===== src/rtl/mc_control_unit_pkg.sv =====
// Shared encodings for the multicycle control unit and the ALU operation-code interface.
// Both ends of the AluOp interface import these constants so that they agree.
package mc_control_unit_pkg;

  typedef enum logic [3:0] {
    ST_IDLE     = 4'd0,
    ST_FETCH    = 4'd1,
    ST_DECODE   = 4'd2,
    ST_EXEC_R   = 4'd3,
    ST_R_WB     = 4'd4,
    ST_MEM_ADDR = 4'd5,
    ST_MEM_RD   = 4'd6,
    ST_MEM_WB   = 4'd7,
    ST_MEM_WR   = 4'd8,
    ST_BRANCH   = 4'd9,
    ST_EXEC_I   = 4'd10,
    ST_I_WB     = 4'd11,
    ST_JUMP     = 4'd12,
    ST_TRAP     = 4'd13
  } state_t;

  localparam logic [5:0] OP_RTYPE = 6'b000000;
  localparam logic [5:0] OP_LW    = 6'b100011;
  localparam logic [5:0] OP_SW    = 6'b101011;
  localparam logic [5:0] OP_BEQ   = 6'b000100;
  localparam logic [5:0] OP_ADDI  = 6'b001000;
  localparam logic [5:0] OP_J     = 6'b000010;

  localparam logic [5:0] FN_ADD = 6'b100000;
  localparam logic [5:0] FN_SUB = 6'b100010;
  localparam logic [5:0] FN_SLT = 6'b101010;
  localparam logic [5:0] FN_AND = 6'b100100;
  localparam logic [5:0] FN_OR  = 6'b100101;
  localparam logic [5:0] FN_NOP = 6'b000000;

  localparam logic [3:0] ALU_ADD = 4'b0010;
  localparam logic [3:0] ALU_SUB = 4'b0110;
  localparam logic [3:0] ALU_SLT = 4'b0111;
  localparam logic [3:0] ALU_AND = 4'b0000;
  localparam logic [3:0] ALU_OR  = 4'b0001;
  localparam logic [3:0] ALU_NOP = 4'b1111;

  localparam logic [1:0] SRCB_REGB   = 2'b00;
  localparam logic [1:0] SRCB_FOUR   = 2'b01;
  localparam logic [1:0] SRCB_IMM    = 2'b10;
  localparam logic [1:0] SRCB_IMM_SH = 2'b11;

  localparam logic [1:0] PCSRC_ALU    = 2'b00;
  localparam logic [1:0] PCSRC_ALUOUT = 2'b01;
  localparam logic [1:0] PCSRC_JUMP   = 2'b10;

  // States whose exit into FETCH marks an instruction as retired.
  function automatic logic is_retire(state_t s);
    return s inside {ST_R_WB, ST_MEM_WB, ST_MEM_WR, ST_BRANCH, ST_I_WB, ST_JUMP};
  endfunction

endpackage


===== src/rtl/mc_control_unit_alu_op_decode.sv =====
// R-type function field to ALU operation decoder.
// Unknown function codes report valid=0 and leave the ALU at nop.
module mc_control_unit_alu_op_decode
  import mc_control_unit_pkg::*;
(
  input  logic [5:0] funct,
  output logic [3:0] alu_op,
  output logic       valid
);

  always_comb begin
    alu_op = ALU_NOP;
    valid  = 1'b1;
    case (funct)
      FN_ADD:  alu_op = ALU_ADD;
      FN_SUB:  alu_op = ALU_SUB;
      FN_SLT:  alu_op = ALU_SLT;
      FN_AND:  alu_op = ALU_AND;
      FN_OR:   alu_op = ALU_OR;
      FN_NOP:  alu_op = ALU_NOP;
      default: valid  = 1'b0;
    endcase
  end

endmodule


===== src/rtl/mc_control_unit.sv =====
// Multicycle MIPS-subset control unit: sequences fetch/decode/execute/memory/writeback
// and issues datapath selects, strobes and the ALU operation code.
module mc_control_unit
  import mc_control_unit_pkg::*;
#(
  parameter int WAIT_MAX = 16,
  parameter int CNT_W    = 32
) (
  input  logic             clk,
  input  logic             rst_n,
  input  logic [5:0]       Opcode,
  input  logic [5:0]       Funct,
  input  logic             Zero,
  input  logic             MemReady,
  output logic             PCEn,
  output logic             IorD,
  output logic             MemRead,
  output logic             MemWrite,
  output logic             IRWrite,
  output logic             RegDst,
  output logic             MemToReg,
  output logic             RegWrite,
  output logic             ALUSrcA,
  output logic [1:0]       ALUSrcB,
  output logic [1:0]       PCSrc,
  output logic [3:0]       AluOp,
  output logic             Illegal,
  output logic             BusErr,
  output logic [CNT_W-1:0] InstrCount,
  output logic [3:0]       State
);

  localparam int WAIT_W = $clog2(WAIT_MAX + 1);

  state_t            state_q, state_d;
  logic [WAIT_W-1:0] wait_cnt;
  logic              mem_wait, timeout, illegal_set, buserr_set;
  logic [3:0]        dec_op;
  logic              dec_valid;

  mc_control_unit_alu_op_decode u_alu_op_decode (
    .funct  (Funct),
    .alu_op (dec_op),
    .valid  (dec_valid)
  );

  // Last permitted waiting cycle; a MemReady arriving here still completes.
  assign timeout = !MemReady && (wait_cnt == WAIT_W'(WAIT_MAX - 1));
  assign State   = state_q;

  always_comb begin
    state_d     = state_q;
    PCEn        = 1'b0;
    IorD        = 1'b0;
    MemRead     = 1'b0;
    MemWrite    = 1'b0;
    IRWrite     = 1'b0;
    RegDst      = 1'b0;
    MemToReg    = 1'b0;
    RegWrite    = 1'b0;
    ALUSrcA     = 1'b0;
    ALUSrcB     = SRCB_REGB;
    PCSrc       = PCSRC_ALU;
    AluOp       = ALU_NOP;
    mem_wait    = 1'b0;
    illegal_set = 1'b0;
    buserr_set  = 1'b0;
    case (state_q)
      ST_IDLE: state_d = ST_FETCH;
      ST_FETCH: begin
        MemRead  = 1'b1;
        ALUSrcB  = SRCB_FOUR;
        AluOp    = ALU_ADD;
        mem_wait = 1'b1;
        if (MemReady) begin
          IRWrite = 1'b1;
          PCEn    = 1'b1;
          state_d = ST_DECODE;
        end else if (timeout) begin
          state_d    = ST_TRAP;
          buserr_set = 1'b1;
        end
      end
      ST_DECODE: begin
        ALUSrcB = SRCB_IMM_SH;
        AluOp   = ALU_ADD;
        case (Opcode)
          OP_RTYPE:     state_d = ST_EXEC_R;
          OP_LW, OP_SW: state_d = ST_MEM_ADDR;
          OP_BEQ:       state_d = ST_BRANCH;
          OP_ADDI:      state_d = ST_EXEC_I;
          OP_J:         state_d = ST_JUMP;
          default: begin
            state_d     = ST_TRAP;
            illegal_set = 1'b1;
          end
        endcase
      end
      ST_EXEC_R: begin
        ALUSrcA = 1'b1;
        AluOp   = dec_op;
        if (dec_valid) state_d = ST_R_WB;
        else begin
          state_d     = ST_TRAP;
          illegal_set = 1'b1;
        end
      end
      ST_R_WB: begin
        RegDst   = 1'b1;
        RegWrite = 1'b1;
        state_d  = ST_FETCH;
      end
      ST_MEM_ADDR: begin
        ALUSrcA = 1'b1;
        ALUSrcB = SRCB_IMM;
        AluOp   = ALU_ADD;
        state_d = (Opcode == OP_LW) ? ST_MEM_RD : ST_MEM_WR;
      end
      ST_MEM_RD: begin
        IorD     = 1'b1;
        MemRead  = 1'b1;
        mem_wait = 1'b1;
        if (MemReady) state_d = ST_MEM_WB;
        else if (timeout) begin
          state_d    = ST_TRAP;
          buserr_set = 1'b1;
        end
      end
      ST_MEM_WB: begin
        MemToReg = 1'b1;
        RegWrite = 1'b1;
        state_d  = ST_FETCH;
      end
      ST_MEM_WR: begin
        IorD     = 1'b1;
        MemWrite = 1'b1;
        mem_wait = 1'b1;
        if (MemReady) state_d = ST_FETCH;
        else if (timeout) begin
          state_d    = ST_TRAP;
          buserr_set = 1'b1;
        end
      end
      ST_BRANCH: begin
        ALUSrcA = 1'b1;
        AluOp   = ALU_SUB;
        PCSrc   = PCSRC_ALUOUT;
        PCEn    = Zero;
        state_d = ST_FETCH;
      end
      ST_EXEC_I: begin
        ALUSrcA = 1'b1;
        ALUSrcB = SRCB_IMM;
        AluOp   = ALU_ADD;
        state_d = ST_I_WB;
      end
      ST_I_WB: begin
        RegWrite = 1'b1;
        state_d  = ST_FETCH;
      end
      ST_JUMP: begin
        PCSrc   = PCSRC_JUMP;
        PCEn    = 1'b1;
        state_d = ST_FETCH;
      end
      ST_TRAP: state_d = ST_TRAP;
      default: state_d = ST_IDLE;
    endcase
  end

  always_ff @(posedge clk) begin
    if (!rst_n) begin
      state_q    <= ST_IDLE;
      wait_cnt   <= '0;
      Illegal    <= 1'b0;
      BusErr     <= 1'b0;
      InstrCount <= '0;
    end else begin
      state_q <= state_d;
      if ((state_d != state_q) || MemReady || !mem_wait) wait_cnt <= '0;
      else wait_cnt <= wait_cnt + 1'b1;
      if (illegal_set) Illegal <= 1'b1;
      if (buserr_set) BusErr <= 1'b1;
      if ((state_d == ST_FETCH) && is_retire(state_q)) InstrCount <= InstrCount + 1'b1;
    end
  end

endmodule

===== config.mk =====
export PLATFORM = sky130hd
export DESIGN_NAME = mc_control_unit
export DESIGN_NICKNAME = d
export VERILOG_FILES = /design/src/rtl/mc_control_unit_pkg.sv /design/src/rtl/mc_control_unit_alu_op_decode.sv /design/src/rtl/mc_control_unit.sv
export SDC_FILE = /design/constraint.sdc
export NUM_CORES = 1
export LEC_CHECK = 0
export BUFFER_PORTS_ARGS = -buffer_cell sky130_fd_sc_hd__buf_2
export CAP_MARGIN = 10
export CORE_ASPECT_RATIO = 1.2
export CORE_UTILIZATION = 47
export CTS_BUF_LIST = sky130_fd_sc_hd__clkbuf_4 sky130_fd_sc_hd__clkbuf_8 sky130_fd_sc_hd__clkbuf_16
export DETAILED_ROUTE_END_ITERATION = 10
export PLACE_DENSITY = 0.76
export SYNTH_ARGS = -nofsm -noshare
export SYNTH_HDL_FRONTEND = slang
export SYNTH_SLANG_ARGS = --single-unit

===== constraint.sdc =====
create_clock -name clk -period 2.1 [get_ports clk]
set_input_delay 0.525 -clock clk [delete_from_list [all_inputs] [get_ports clk]]
set_output_delay 0.525 -clock clk [all_outputs]
set_load 0.005 [all_outputs]

==> metrics.txt, run 1 <==
GR met3 Demand/Resource=4.13%; initial antenna violation count=0; switching share of power=28.8%; filler instances=427; gr busiest metal=met2; synth warn=0; Worst Max-Slew Pin Slew=0.577 ns; Final setup viols=1; worst setup margin=-0.000473 ns; Die Height=82.6 µm; Worst setup SP type=flip-flop; CTS tree=built; row count=29; predominant post-synthesis flop cell=dfxtp_1; Longest Clk Path Bufs=2; post-synthesis cell type count=53; Die ar.=5720 µm²; Seq/Total Area, Yosys=33.8%; critical path type=flip-flop to flip-flop; RSZ-0062 raised after global routing=true; Clk pwr share=28.9%; register bit total from synthesis=43; Worst Path Arrival=2.26 ns; area leader, netlist=dfxtp_1; CP most frequent cell=ha_4; CP top delay family=simple AND/OR/NAND/NOR gates; register area=875 µm²; largest net degree at the start of global routing=35; multi-input logic area=1690 µm²; Initial Util=48.4%; clk_lat worst skew=0.29 ns; Routed WL=7.25 mm; max_cap viols=0; num ports=71; number of global-route vias before repair=2536; fin util=68.2%; post-synth top area share=33.8%; failing checks=negative setup slack; Syn Inst Count=332; LEAKAGE=1.45 nW; Final period util=100%; drt initial violations=179; Int Power=0.00126 W; post-route insts no fill=503; n_diodes=0; die width=69.2 µm; Core ar.=5260 µm²; Slew HR=60.6%; DR WL/cell=14.4 µm; vias=2915; global routing usage on met2=44.2%; async set-reset flop share out of synthesis=0%; worst ir drop on vdd=0.348 mV; Hold WC Path Type=flip-flop to flip-flop; Post-Syn Area per Cell=7.67 µm²; post-route ant nets=0; GR met1 Demand/Resource=27.5%; Logic pwr share=23.5%; Register-to-Register Setup Slack=-0.0005 ns; grt ovf=0; CTS clk-pin slew, worst paths=0.08 ns; Synth area leaders=dfxtp_1, a21oi_1, xnor2_1; EDFF count, synth=0; post-synthesis cell area=2550 µm²; Sw Pwr=0.000510 W; first-pass iteration count of the detailed router=7; Crit-path slowest cell=or4b_4; H-tree lvl count=2; via-per-instance ratio=5.80; port buffer count=70; Area growth, synth to finish=40.8%; final hold violation count=0; Period minus WS final=2.10 ns; status=finished, violations left; root buf cell=clkbuf_8; slowest stage delay, CP=0.47 ns; Flop pwr share=47.6%; syn_nets=351; post-placement cell count=481; Max Fclk=476 MHz; # nets final=459; WP buf/inv=0; CP Cell Sequence=ha_4 -> and3_4 -> ha_4 -> or4b_4 -> a21oi_4 -> a211oi_4 -> a31oi_4 -> nor4_1; Power Dens Cells=495 nW/µm²; first-pass GRT wire length=11.1 mm; CP Capture Type=flip-flop; Slew Limit Fails=0; clock sink total=43; RePlAce Congestion=0.886; post-DP HPWL=4.68 mm; DRC violations left=0; All-Layer GR Usage=23.6%; total CTS buffers=5; Worst EP required=2.26 ns; layout cells sized above 1=36.7%; worst-path maximum fanout=5; clock skew=0.00833 ns
synth_stat cells (all sizes together) (4+ instances only):
library cell / number
o31ai: 12
clkbuf: 17
o22ai: 4
nor2: 25
or4: 12
nand4: 5
nor4: 6
and3: 8
o21ai: 16
nand2: 24
nor3: 10
nand3: 15
a21oi: 35
dfxtp: 43
xnor2: 11
a211oi: 5
inv: 13
buf: 4
nand2b: 7
or3: 11
power groups by stage:
| stage | sequential [W] | combinational (W) | clock (W) |
|---|---|---|---|
| finish | 0.000844 | 0.000416 | 0.000513 |
| global route | 0.000847 | 0.000452 | 0.000570 |
| CTS | 0.000840 | 0.000356 | 0.000530 |
| detailed placement | 0.000857 | 0.000335 | 0 |
| global placement | 0.000857 | 0.000331 | 0 |
| floorplan | 0.000858 | 0.000184 | 0 |
path summary, 6_finish.rpt:
| kind | startpoint | to | cells after the start |
|---|---|---|---|
| max | wait_cnt[0] | wait_cnt[4] | 8 |
| min | BusErr | BusErr | 1 |
| max reg2reg | wait_cnt[0] | wait_cnt[4] | 8 |
| min reg2reg | BusErr | BusErr | 1 |
cells in the final DEF, fill, tap and decap left out, types with 2 or more instances in the layout:
master | netlist | routed
dfxtp_4 | 0 | 2
o31a_1 | 2 | 2
o21ai_0 | 15 | 13
a21oi_1 | 35 | 31
xnor2_1 | 11 | 11
nor3b_1 | 3 | 3
nand2_1 | 24 | 23
nor3_1 | 10 | 9
xor2_1 | 2 | 2
a2111oi_0 | 3 | 3
dfxtp_1 | 43 | 36
o31ai_1 | 12 | 12
clkinvlp_4 | 0 | 2
o22ai_1 | 4 | 4
buf_6 | 2 | 4
nor2b_1 | 3 | 2
a211o_1 | 2 | 2
nand3_1 | 15 | 15
nand2b_1 | 7 | 4
nor2_1 | 25 | 23
nand2b_4 | 0 | 2
a31oi_1 | 3 | 2
or2_2 | 2 | 2
clkbuf_8 | 0 | 5
a21oi_2 | 0 | 3
nor4_1 | 6 | 5
inv_1 | 13 | 13
buf_2 | 1 | 68
buf_4 | 1 | 46
and3_1 | 8 | 7
buf_12 | 0 | 3
or3_1 | 11 | 11
or4_1 | 12 | 12
nand4_1 | 5 | 5
o21ai_1 | 1 | 3
and2_1 | 3 | 3
ha_4 | 0 | 2
dfxtp_2 | 0 | 5
a211oi_1 | 5 | 4
what timing repair did:
action                     CTS  global route
setup endpoints to repair   12            19
resized for setup           13            34
setup buffers                3            11
pin swaps                    0            13
hold buffers                 0             0
gates cloned                 0             0
state kept, by name, indices dropped and copies added (netlist names):
| signal | count |
|---|---|
| State | 4 |
| Illegal | 1 |
| BusErr | 1 |
| InstrCount | 32 |
| wait_cnt | 5 |
per-layer routing:
layer  up-vias  share of wire, %
met5         -                 0
met4         0               1.5
met3        12               4.2
met2        83                51
met1      1367                43
li1       1453                 -
layout make-up:
type                       count  share of cell area, %
clock buffer                   5                   1.92
clock inverter                 3                  0.558
inverter                      14                   1.47
multi-input combinational    254                   47.0
sequential                    43                   24.4
tap                           62                   2.16
timing repair buffer         122                   22.5
through the flow:
stage | setup WS (ns) | power [W] | hold slack (ns) | TNS [ns] | instance area, µm²
2_1_floorplan | 0.0806 | 0.00104 | 0.435 | 0 | 2570
3_3_place_gp | -0.0532 | 0.00119 | 0.445 | -0.0872 | 3210
3_5_place_dp | -0.0543 | 0.00119 | 0.449 | -0.175 | 3210
4_1_cts | -0.00749 | 0.00173 | 0.468 | -0.00749 | 3370
5_1_grt | -0.0689 | 0.00187 | 0.492 | -0.519 | 3590
6_report | -0.000473 | 0.00177 | 0.462 | -0.000473 | 3590
worst register-to-register path, cell delays in order, from the launching register on:
cell and delay, ns:
dfxtp_2 0.36, ha_4 0.14, and3_4 0.19, ha_4 0.14, or4b_4 0.47, a21oi_4 0.19, a211oi_4 0.10, a31oi_4 0.30
nor4_1 0.09
cell families (layout without fill, tap and decap cells):
logic type,after synthesis,count (layout),share of synthesized area [%]
DFF,43,43,33.8
xor gates and xnor gates,13,13,4.47
buffers and inverters,35,144,5.95
muxes,2,2,0.786
and+or+nand+nor,141,141,29.9
adders and majority gates,3,3,1.47
AOI/OAI and AO/OA,95,95,23.6
(Power assumes the default switching activity.)
==> inputs of run 2 (changes only) <==
- CORE_MARGIN: default -> 5
==> run 2 against run 1 <==
The run now ends clean. Fmax rose by 1.4%. Critical path depth fell by 2. Sequential power barely moved. Clock power rose by 27%. Cell area fell by 1.2%. Global-route usage fell by 3.8 points. Clock skew rose by 0.0025 ns. Wire length rose by 7.1%. Setup slack improved by 0.028 ns. Die area rose by 22%. Largest cell class unchanged.
==> metrics.txt, run 2 (synthesis gave the netlist of run 1 again) <==
filler instances=435 (was 427); drt initial violations=199 (was 179); worst ir drop on vdd=0.449 mV (was 0.348 mV); met3 WL=493 µm (was 308 µm); Longest Clk Path Bufs=2 (unchanged); status=finished clean (was finished, violations left); worst-path maximum fanout=8 (was 5); Largest register FFs=32 (unchanged); LEAKAGE=1.44 nW (was 1.45 nW); Logic pwr share=22.0% (was 23.5%); Slew HR=64.6% (was 60.6%); worst setup margin=0.0279 ns (was -0.000473 ns); DR top layer=met4 (unchanged); total CTS buffers=5 (unchanged); setup TNS=0 ns (was -0.000473 ns); H-tree lvl count=2 (unchanged); Int Power=0.00138 W (was 0.00126 W); post-route ant nets=0 (unchanged); clk_lat worst skew=0.30 ns (was 0.29 ns); vias=2994 (was 2915); number of global-route vias before repair=2668 (was 2536); n_diodes=0 (unchanged); post-route insts no fill=501 (was 503); fin util=67.4% (was 68.2%); Routed WL=7.77 mm (was 7.25 mm); port buffer count=70 (unchanged); largest net degree at the start of global routing=35 (unchanged); Period minus WS final=2.07 ns (was 2.10 ns); CTS tree=built (unchanged); post-placement cell count=481 (unchanged); Max Fclk=483 MHz (was 476 MHz); CP Capture Type=primary output (was flip-flop); Worst setup SP type=flip-flop (unchanged); clock skew=0.0109 ns (was 0.00833 ns); Core ar.=5260 µm² (unchanged); DR WL/cell=15.5 µm (was 14.4 µm); Biggest register=InstrCount (unchanged); clock sink total=43 (unchanged); Slew Limit Fails=0 (unchanged); Die Height=90.6 µm (was 82.6 µm); Clk pwr share=34.0% (was 28.9%); Worst EP required=1.57 ns (was 2.26 ns); multi-input logic area=1660 µm² (was 1690 µm²); Flop pwr share=44.0% (was 47.6%); die width=77.2 µm (was 69.2 µm); Initial Util=48.4% (unchanged); Worst Max-Slew Pin Slew=0.517 ns (was 0.577 ns); most frequent cells in the layout=buf_2, buf_4, dfxtp_1 (unchanged); # nets final=457 (was 459); switching share of power=27.8% (was 28.8%); Sw Pwr=0.000532 W (was 0.000510 W); Area growth, synth to finish=39.2% (was 40.8%); Die ar.=7000 µm² (was 5720 µm²); Worst Path Arrival=1.55 ns (was 2.26 ns); row count=29 (unchanged); Final period util=98.7% (was 100%); via-per-instance ratio=5.98 (was 5.80); CTS clk-pin slew, worst paths=0.08 ns (about the same); layout cells sized above 1=36.2% (was 36.7%); WL met2=4.01 mm (was 3.72 mm); final hold violation count=0 (unchanged); Final setup viols=0 (was 1); first-pass GRT wire length=11.8 mm (was 11.1 mm); first-pass iteration count of the detailed router=4 (was 7); All-Layer GR Usage=19.8% (was 23.6%); max_cap viols=0 (unchanged); worst slack, placed=-0.0786 ns (was -0.0543 ns); initial antenna violation count=0 (unchanged); # hold bufs at CTS=0 (unchanged); Power Dens Cells=540 nW/µm² (was 495 nW/µm²); RePlAce Congestion=0.858 (was 0.886); critical path type=flip-flop to primary output (was flip-flop to flip-flop); post-DP HPWL=5.14 mm (was 4.68 mm); most common cell after layout, fill and taps aside=buf_2 (unchanged); WL met1=3.09 mm (was 3.12 mm); register area=871 µm² (was 875 µm²); Pwr Total=0.00192 W (was 0.00177 W); DRC violations left=0 (unchanged); Hold WC Path Type=flip-flop to flip-flop (unchanged); grt ovf=0 (unchanged); root buf cell=clkbuf_8 (unchanged); num ports=71 (unchanged)
## run 2: cell types whose count changed in the layout (fill, tap and decap cells not counted), sizes merged
cell / previous run / this run
clkinvlp: 2 / 0
clkinv: 2 / 3
buf: 122 / 120
bufinv: 0 / 1
## run 2: worst paths after layout
path | cells after the start | from | slack [ns] | endpoint
setup / recovery | 6 | State[2] | 0.03 | AluOp[0]
setup reg to reg | 8 | wait_cnt[1] | 0.05 | wait_cnt[3]
hold / removal | 1 | BusErr | 0.47 | BusErr
hold reg to reg | 1 | BusErr | 0.47 | BusErr
## run 2: cell type report
type	instances	share of cell area (%)
Clock buffer	5	1.94
Clock inverter	3	1.24
Inverter	14	1.48
Multi-Input combinational cell	254	46.8
Sequential cell	43	24.6
Tap cell	62	2.19
Timing Repair Buffer	120	21.8
## run 2: layer usage
metal	global-route usage (%)	vias up
met4	6.88	0
met5	0	-
met3	3.89	15
met2	35.0	117
met1	23.4	1421
li1	-	1441
## run 2: power groups by stage
stage	clock network, W	registers (W)	logic [W]
finish	0.000652	0.000842	0.000421
global route	0.000690	0.000843	0.000455
CTS	0.000662	0.000840	0.000377
detailed placement	0	0.000856	0.000348
global placement	0	0.000856	0.000341
floorplan	0	0.000858	0.000184
## run 2: through the flow
step                      hold WS [ns]  area (µm²)
after floorplan                  0.435        2570
after global placement           0.447        3180
after detailed placement         0.453        3180
after CTS                        0.473        3400
after global routing             0.491        3540
final                            0.468        3540
## run 2: critical path, stage by stage (launching register included)
cell     delay, ns
dfxtp_2       0.37
buf_6         0.11
buf_4         0.15
nor2_1        0.08
a211o_1       0.31
o21ai_1       0.09
buf_2         0.13
## run 2: what timing repair did
action,4_1_cts,5_1_grt
buffers inserted,5,7
resized for setup,16,27
pin swaps,6,6
endpoints found under the setup margin,16,22
==> inputs of run 3 (changes only) <==
- GPL_TIMING_DRIVEN: default -> 0
==> run 3 against run 2 <==
The run now ends with negative setup slack left. Fmax is 3.5% lower. Clock power is 18% lower. Power is 5.6% lower. Sequential power hardly changed. Worst hold slack worse by 0.010 ns. Count of clock-buffer cells in the layout is 1 higher. Sequential share of layout area is 0.35 points lower. Highest routed layer unchanged. Core utilization is 1.8 points higher. Non-clock buffer count is 8 lower.
==> metrics.txt, run 3 (synthesis gave the netlist of run 1 again) <==
port buffer count=70 (unchanged); LEAKAGE=1.40 nW (was 1.44 nW); Worst Max-Slew Pin Slew=0.532 ns (was 0.517 ns); clk_lat worst skew=0.30 ns (about the same); Core ar.=5260 µm² (unchanged); CTS tree=built (unchanged); filler instances=414 (was 435); H-tree lvl count=2 (unchanged); DR WL/cell=16.5 µm (was 15.5 µm); slowest stage delay, CP=0.24 ns (was 0.37 ns); RSZ-0062 raised after global routing=true; clock skew=0.0100 ns (was 0.0109 ns); vias=2962 (was 2994); CP Capture Type=primary output (unchanged); Routed WL=8.15 mm (was 7.77 mm); failing checks=negative setup slack; max_cap viols=0 (unchanged); via-per-instance ratio=6.01 (was 5.98); largest net degree at the start of global routing=14 (was 35); Slew Limit Fails=0 (unchanged); Final setup viols=7 (was 0); CP top delay family=compound AO/OA/AOI/OAI gates (unchanged); Period minus WS final=2.15 ns (was 2.07 ns); num ports=71 (unchanged); Worst setup SP type=input pin (was flip-flop); Die ar.=7000 µm² (unchanged); worst-path maximum fanout=3 (was 8); Power Dens Cells=497 nW/µm² (was 540 nW/µm²); post-route ant nets=0 (unchanged); # hold bufs at CTS=0 (unchanged); Hold WC Path Type=flip-flop to flip-flop (unchanged); # nets final=449 (was 457); CP Cell Sequence=buf_2 -> mux2i_1 -> o2111ai_2 -> a21oi_1 -> a211o_1 -> nand3b_1 -> buf_2 (was buf_6 -> buf_4 -> nor2_1 -> a211o_1 -> o21ai_1 -> buf_2); worst hold margin=0.458 ns (was 0.468 ns); most common cell after layout, fill and taps aside=buf_2 (unchanged); CTS clk-pin slew, worst paths=0.08 ns (about the same); Die Height=90.6 µm (unchanged); worst setup margin=-0.0468 ns (was 0.0279 ns); grt ovf=0 (unchanged); worst slack, placed=-0.301 ns (was -0.0786 ns); row count=29 (unchanged); Area growth, synth to finish=42.9% (was 39.2%); drt initial violations=241 (was 199); Worst EP required=1.57 ns (about the same); most frequent cells in the layout=buf_2, dfxtp_1, a21oi_1 (was buf_2, buf_4, dfxtp_1); Crit-path slowest cell=mux2i_1 (was dfxtp_2); Final period util=102% (was 98.7%); Largest register FFs=32 (unchanged); Slew HR=64.6% (about the same); Biggest register=InstrCount (unchanged); number of global-route vias before repair=2794 (was 2668); first-pass GRT wire length=12.8 mm (was 11.8 mm); worst ir drop on vdd=0.497 mV (was 0.449 mV); CP most frequent cell=buf_2; first-pass iteration count of the detailed router=5 (was 4); Worst Path Arrival=1.62 ns (was 1.55 ns); root buf cell=clkbuf_8 (unchanged); n_diodes=0 (unchanged); Longest Clk Path Bufs=2 (unchanged); post-DP HPWL=5.25 mm (was 5.14 mm); die width=77.2 µm (unchanged); Initial Util=48.4% (unchanged); final hold violation count=0 (unchanged); layout cells sized above 1=39.0% (was 36.2%); WP buf/inv=2 (was 3); total CTS buffers=5 (unchanged); Max Fclk=466 MHz (was 483 MHz); All-Layer GR Usage=21.4% (was 19.8%); DRC violations left=0 (unchanged); RePlAce Congestion=0.902 (was 0.858); initial antenna violation count=0 (unchanged); critical path type=input pin to primary output (was flip-flop to primary output); clock sink total=43 (unchanged); status=finished, violations left (was finished clean)
[run 3: per-layer routing]
metal  GRT usage, %  routed length, µm
met4           9.31                211
met3           5.09                601
met5              0                  0
met2           36.2               4100
met1           25.3               3240
[run 3: cell type report]
class / instances / area (µm²) / area share, %
inverters: 14 / 56.3 / 1.55
repair buffers: 92 / 513 / 14.1
clock buffers: 6 / 76.3 / 2.10
multi-input cells: 254 / 1820 / 50.0
plain buffers: 20 / 201 / 5.54
well taps: 62 / 77.6 / 2.13
flip-flops and latches: 43 / 881 / 24.2
clock inverters: 2 / 12.5 / 0.344
[run 3: repair_timing]
| action | 4_1_cts | 5_1_grt |
|---|---|---|
| setup endpoints to repair | 40 | 33 |
| pin swaps | 10 | 19 |
| cloned | 0 | 1 |
| resized for setup | 55 | 51 |
| buffers inserted | 9 | 12 |
[run 3: path summary, 6_finish.rpt]
kind,slack [ns],start,cells after the start,endpoint
max,-0.05,Funct[2],7,AluOp[2]
min,0.46,wait_cnt[0],1,wait_cnt[0]
max reg2reg,-0.03,wait_cnt[0],8,wait_cnt[1]
min reg2reg,0.46,wait_cnt[0],1,wait_cnt[0]
[run 3: worst reg2reg max path: stages (launching register included)]
cell and delay, ns:
dfxtp_2 0.36, ha_4 0.13, and3_4 0.20, ha_4 0.16
or4b_4 0.50, a21oi_4 0.18, a211oi_4 0.10, a31oi_4 0.28
nor4b_1 0.08
[run 3: through the flow]
step                      power [W]  util (%)  setup TNS [ns]  area [µm²]  std cells
final                       0.00181      69.1          -0.165        3640        493
after global routing        0.00189      69.1          -0.844        3640        493
after CTS                   0.00176      63.6               0        3350        480
after detailed placement    0.00116      57.0           -5.54        3000        464
after global placement      0.00116      57.0           -6.17        3000        464
after floorplan             0.00104         -               0        2570        332
[run 3: power breakdown]
part	leakage, nW	total [W]	switching (W)	internal, W
combinational	1.00	0.000429	0.000232	0.000198
clock	0.0446	0.000534	0.000288	0.000246
sequential	0.352	0.000844	0.0000169	0.000827
